**src/rtl/coinc_window.sv**
```systemverilog
// coinc_window: per-channel A/B coincidence finder, +/-1 cycle search with fine-time window.
// Latency: the accept/reject pulse for a single sampled at edge n is high in the cycle starting at edge n+3.
// Backpressure: none; fully pipelined, one independent response per enabled single per cycle.
module coinc_window #(
  parameter int NA = 4,
  parameter int NB = 4,
  parameter int TW = 7,
  parameter int CW = 16
) (
  input  logic             clk,
  input  logic             rst,
  input  logic [NA-1:0]    singleA,
  input  logic [NA*TW-1:0] tfineA,
  input  logic [NB-1:0]    singleB,
  input  logic [NB*TW-1:0] tfineB,
  input  logic [NA-1:0]    enA,
  input  logic [NB-1:0]    enB,
  input  logic [TW-1:0]    win,
  input  logic             cnt_clr,
  output logic [NA-1:0]    pcoincA,
  output logic [NA-1:0]    ncoincA,
  output logic [NB-1:0]    pcoincB,
  output logic [NB-1:0]    ncoincB,
  output logic [CW-1:0]    pcount
);

  // Differences span one clock period plus one fine-time range, so three
  // extra bits keep the signed value and its magnitude free of overflow.
  localparam int DW = TW + 3;
  localparam logic signed [DW-1:0] PER  = DW'(1) << TW;
  localparam logic signed [DW-1:0] NPER = -PER;

  // Stage 1 holds edge n+1, stage 2 edge n (the single being judged),
  // stage 3 edge n-1; singles are stored raw and masked at compare time.
  logic [NA-1:0]    sa1, sa2, sa3;
  logic [NB-1:0]    sb1, sb2, sb3;
  logic [NA*TW-1:0] ta1, ta2, ta3;
  logic [NB*TW-1:0] tb1, tb2, tb3;

  logic [NA-1:0] match_a, res_pa, res_na;
  logic [NB-1:0] match_b, res_pb, res_nb;

  // |(t_b + bias) - t_a| <= w, where bias carries the whole-cycle offset
  // between the two singles' sampling edges.
  function automatic logic in_win(input logic [TW-1:0] t_a,
                                  input logic [TW-1:0] t_b,
                                  input logic signed [DW-1:0] bias,
                                  input logic [TW-1:0] w);
    logic signed [DW-1:0] d;
    d = $signed({3'b000, t_b}) - $signed({3'b000, t_a}) + bias;
    if (d[DW-1]) d = -d;
    return d <= $signed({3'b000, w});
  endfunction

  // Three-deep history of raw singles and fine times for both sides.
  always_ff @(posedge clk or posedge rst) begin
    if (rst) begin
      sa1 <= '0; sa2 <= '0; sa3 <= '0;
      sb1 <= '0; sb2 <= '0; sb3 <= '0;
      ta1 <= '0; ta2 <= '0; ta3 <= '0;
      tb1 <= '0; tb2 <= '0; tb3 <= '0;
    end else begin
      sa1 <= singleA; sa2 <= sa1; sa3 <= sa2;
      sb1 <= singleB; sb2 <= sb1; sb3 <= sb2;
      ta1 <= tfineA;  ta2 <= ta1; ta3 <= ta2;
      tb1 <= tfineB;  tb2 <= tb1; tb3 <= tb2;
    end
  end

  // Compare each stage-2 single against enabled partners at n-1, n and n+1.
  always_comb begin
    match_a = '0;
    match_b = '0;
    for (int i = 0; i < NA; i++) begin
      for (int j = 0; j < NB; j++) begin
        if (enB[j] && sb3[j] && in_win(ta2[i*TW +: TW], tb3[j*TW +: TW], NPER, win)) match_a[i] = 1'b1;
        if (enB[j] && sb2[j] && in_win(ta2[i*TW +: TW], tb2[j*TW +: TW], '0, win))   match_a[i] = 1'b1;
        if (enB[j] && sb1[j] && in_win(ta2[i*TW +: TW], tb1[j*TW +: TW], PER, win))  match_a[i] = 1'b1;
      end
    end
    for (int j = 0; j < NB; j++) begin
      for (int i = 0; i < NA; i++) begin
        if (enA[i] && sa3[i] && in_win(ta3[i*TW +: TW], tb2[j*TW +: TW], PER, win))  match_b[j] = 1'b1;
        if (enA[i] && sa2[i] && in_win(ta2[i*TW +: TW], tb2[j*TW +: TW], '0, win))   match_b[j] = 1'b1;
        if (enA[i] && sa1[i] && in_win(ta1[i*TW +: TW], tb2[j*TW +: TW], NPER, win)) match_b[j] = 1'b1;
      end
    end
  end

  // Register the verdicts; a disabled channel yields neither pulse.
  always_ff @(posedge clk or posedge rst) begin
    if (rst) begin
      res_pa <= '0; res_na <= '0;
      res_pb <= '0; res_nb <= '0;
    end else begin
      res_pa <= enA & sa2 & match_a;
      res_na <= enA & sa2 & ~match_a;
      res_pb <= enB & sb2 & match_b;
      res_nb <= enB & sb2 & ~match_b;
    end
  end

  // Output pulses, one cycle each.
  always_ff @(posedge clk or posedge rst) begin
    if (rst) begin
      pcoincA <= '0; ncoincA <= '0;
      pcoincB <= '0; ncoincB <= '0;
    end else begin
      pcoincA <= res_pa; ncoincA <= res_na;
      pcoincB <= res_pb; ncoincB <= res_nb;
    end
  end

  // Prompt counter: counts edges that raise any pcoincA bit; clear wins.
  always_ff @(posedge clk or posedge rst) begin
    if (rst) begin
      pcount <= '0;
    end else if (cnt_clr) begin
      pcount <= '0;
    end else if (|res_pa && pcount != {CW{1'b1}}) begin
      pcount <= pcount + 1'b1;
    end
  end

endmodule
```
**config.mk**
```make
export PLATFORM = sky130hd
export DESIGN_NAME = coinc_window
export DESIGN_NICKNAME = d
export VERILOG_FILES = /design/src/rtl/coinc_window.sv
export SDC_FILE = /design/constraint.sdc
export NUM_CORES = 2
export LEC_CHECK = 0
export ABC_AREA = 1
export BUFFER_PORTS_ARGS = -buffer_cell sky130_fd_sc_hd__buf_2
export CAP_MARGIN = 20
export CORE_ASPECT_RATIO = 1.4
export CORE_MARGIN = 1.5
export CORE_UTILIZATION = 44
export CTS_CLUSTER_SIZE = 20
export DETAILED_ROUTE_END_ITERATION = 10
export HOLD_SLACK_MARGIN = 0.12
export PLACE_DENSITY_LB_ADDON = 0.12
export RECOVER_POWER = 50
export SETUP_SLACK_MARGIN = 0.15
export SLEW_MARGIN = 20
export SYNTH_ARGS = -nofsm -noshare
export SYNTH_HDL_FRONTEND = slang
export SYNTH_SLANG_ARGS = --single-unit
export TNS_END_PERCENT = 100
```
**constraint.sdc**
```tcl
create_clock -name clk -period 9.7 [get_ports clk]
set_clock_uncertainty 0.15 [all_clocks]
set_input_delay 0.97 -clock clk [delete_from_list [all_inputs] [get_ports clk]]
set_output_delay 0.97 -clock clk [all_outputs]
set_load 0.05 [all_outputs]
```
==> impl_metrics.toml <==
[logic_synthesis]
synth_edf_count = 0
yosys.area.top_type = "ha_1"
yosysMostFrequentCell = "nand2_1"
synth_cells = 7027
syn_area_um2 = 49200
yosysTopAreaCellShare_pct = 29.73
synth.distinct_cells = 41
synth.net_count = 8358
synthFlopType = "dfrtp_1"
synth.avg_cell_area_um2 = 7.001
yosysSeqAreaShare_pct = 12.21
ys_ff_latch = 240
async_flop_share_pct = 100.0
synth_area_leaders = "ha_1, dfrtp_1, nand2_1, inv_1, nand3_1"
yosys_warnings = 0
synthTopCellsByCount = "nand2_1, inv_1, ha_1"

[drt]
drtPass1Iterations = 6
wl_um = 175200
viasPerCell = 5.469
wl_per_cell_um = 20.05
ant_nets = 0
via_count = 47790
drt_iter0_drc = 2746
drc_errors = 0

[run]
max-cap-violations = 17

[clock_tree]
h-tree-depth = 2
clock_sinks = 240
numCtsBuffers = 38
cts_setup_buffers = 0
cts_resized = 0
cts_root_buf = "clkbuf_16"
cts_buffer_depth = 3
tritoncts = "done"
clkLatencyLatePin_ps = 620
hold_buffers = 0
clk_pin_slew_ps = 80

[cells_and_area]
syn2layout_area_growth_pct = 8.517
layout-drive-gt1-share_pct = 4.693
final_nets = 8569

[hold_path]
hold_depth = 0
hp-start = "ta2[27]"
min_path_type = "flip-flop to flip-flop"
hold_end = "ta3[27]"

[worst_setup_path]
critical_path_required_ps = 10030
cp-start-kind = "flip-flop"
timing.rr.end = "res_pa[0]"
slowest_delay_ps = 1620
cpMaxStageDelayCell = "clkbuf_1"
r2r-start = "tb2[1]"
path_cells = "clkbuf_1 > inv_1 > fa_1 > inv_1 > nand3_1 > nand3_1 > xor2_1 > nor2_1 > nor2_1 > xor2_1 > inv_1 > ha_1 > nand2_1 > nor2_1 > o21ai_0 > inv_1 > o21a_1 > o21ai_0 > nand3_1 > nand2_1 > nor2_1 > nand3_2 > nand2_1 > inv_1"
arrival_ps = 6600
path_class = "flip-flop to flip-flop"
crit_path_end_kind = "flip-flop"
regToRegSetupSlack_ps = 3430
reg2reg_depth = 24
path_common_cell = "inv_1"
cp_max_fo = 21

[die]
die-area_um2 = 113900
fp-row-count = 145
ios = 114
initial_core_util_pct = 44.24
die_h_um = 398.7
die_x_um = 285.6
design.core.area_um2 = 111200

[global_route]
antenna_found_initial = 6
grt_overflow = 0
grt.total_usage_pct = 30.62
grt_pass1_vias = 46470
grt_max_degree = 66
grt_pass1_wl_um = 264900

[pwr]
clkPwrFrac_pct = 23.5
irDropWorstVdd_uv = 117.0
power.density_nw_per_um2 = 125.8
p_sw_share_pct = 47.68
p_sw_mw = 3.202
seqPwrFrac_pct = 17.3
p_comb_share_pct = 59.2
p_leak_nw = 30.13
p_int_mw = 3.514

[timing]
post-route-period-util_pct = 64.62
finalHoldViolations = 0
max_freq_mhz = 159.5
tightest_slew_ps = 3507
tns_ps = 0
max-slew-margin-rel_pct = -135.1
setup_viol = 0
rsz0062_at_grt = "false"
fin_crit_ps = 6269
slew_viol_final = 292
fin_ws_ps = 3431

[placed_design]
io_buffers = 113
place_ws_ps = 4641
dp_hpwl_um = 129700
gp_congestion = 0.9333

[run_status]
violations = "capacitance limit, slew limit"
status = "complete, but fails checks"
-- cell type report --
class	count	area, um2
Clock buffer	42	985.9
Timing Repair Buffer	175	975.9
Inverter	1191	4497
Tap cell	1470	1839
Multi-Input combinational cell	5592	38700
Sequential cell	240	6013
Fill cell	11430	57820
Antenna cell	3	7.507
Clock inverter	26	367.9
-- cell families after synthesis --
family	Yosys count	synth area share, %
AO/OA/AOI/OAI	934	10.50
XOR/XNOR	483	8.934
buffers and inverters	1195	9.127
adder cells (fa/ha/maj)	1249	32.98
AND/OR/NAND/NOR	2926	26.24
flip-flops	240	12.21
-- worst max-delay path by stage --
stage / start / endpoint / slack, ps / cells past startpoint
2_1_floorplan: rst / ncoincA[0] / 1990 / 1
3_3_place_gp: ta2[1] / res_pb[2] / 4620 / 24
3_5_place_dp: ta2[1] / res_nb[2] / 4640 / 23
5_1_grt: tb2[1] / res_pa[0] / 3160 / 24
6_report: tb2[1] / res_pa[0] / 3430 / 24
4_1_cts: ta2[1] / res_pb[2] / 4600 / 24
-- stage by stage --
step / cells / utilization [%] / hold slack [ps] / cell area, um2 / total power, mW
after floorplan: 7027 / - / 181.2 / 49200 / 4.141
after global placement: 8668 / 46.85 / 183.2 / 52110 / 5.058
after detailed placement: 8668 / 46.85 / 191.8 / 52110 / 5.128
after CTS: 8736 / 48.07 / 205.9 / 53460 / 6.760
after global routing: 8736 / 48.00 / 229.9 / 53380 / 7.389
final: 8739 / 48.01 / 202.3 / 53390 / 6.716
-- critical path, delay by kind of cell (launching register included) --
| family | cells | cell delay (ps) |
|---|---|---|
| AO/OA/AOI/OAI | 3 | 350 |
| XOR/XNOR | 2 | 420 |
| adder cells (fa/ha/maj) | 2 | 980 |
| buffers and inverters | 6 | 2680 |
| flip-flops | 1 | 320 |
| AND/OR/NAND/NOR | 11 | 1230 |
-- power by group through the flow --
stage / clock (mW) / combinational, mW / sequential, mW
3_3_place_gp: 0 / 3.88 / 1.18
3_5_place_dp: 0 / 3.95 / 1.18
4_1_cts: 1.62 / 3.98 / 1.16
6_report: 1.58 / 3.97 / 1.16
2_1_floorplan: 0 / 2.97 / 1.17
5_1_grt: 1.65 / 4.57 / 1.17
-- metal layers --
layer | track usage [%] | part of all wire (%) | vias to the layer above
met5 | 0 | 0 | -
li1 | - | - | 23950
met4 | 17.46 | 6.6 | 0
met1 | 36.30 | 42 | 22300
met2 | 53.98 | 47 | 1147
met3 | 2.731 | 4.5 | 400
-- sequential cells by signal, indices dropped and copies added, names as in the netlist, 16 cells and up --
name,count
pcount,16
ta1,28
tb2,28
ta2,28
tb3,28
tb1,28
ta3,28
-- layout by cell type, fill, tap and decap left out, types with 38 or more instances in the layout --
master / count
fa_1: 80
buf_4: 45
nor2_1: 473
clkbuf_16: 38
buf_2: 107
nand3_1: 511
a31oi_1: 40
nand2_1: 1452
ha_1: 1169
o21ai_0: 229
inv_1: 1177
a21o_1: 59
nand4_1: 319
dfrtp_1: 234
xnor2_1: 235
a21oi_1: 481
xor2_1: 226
Note: power is estimated with default switching activity, not from simulation.
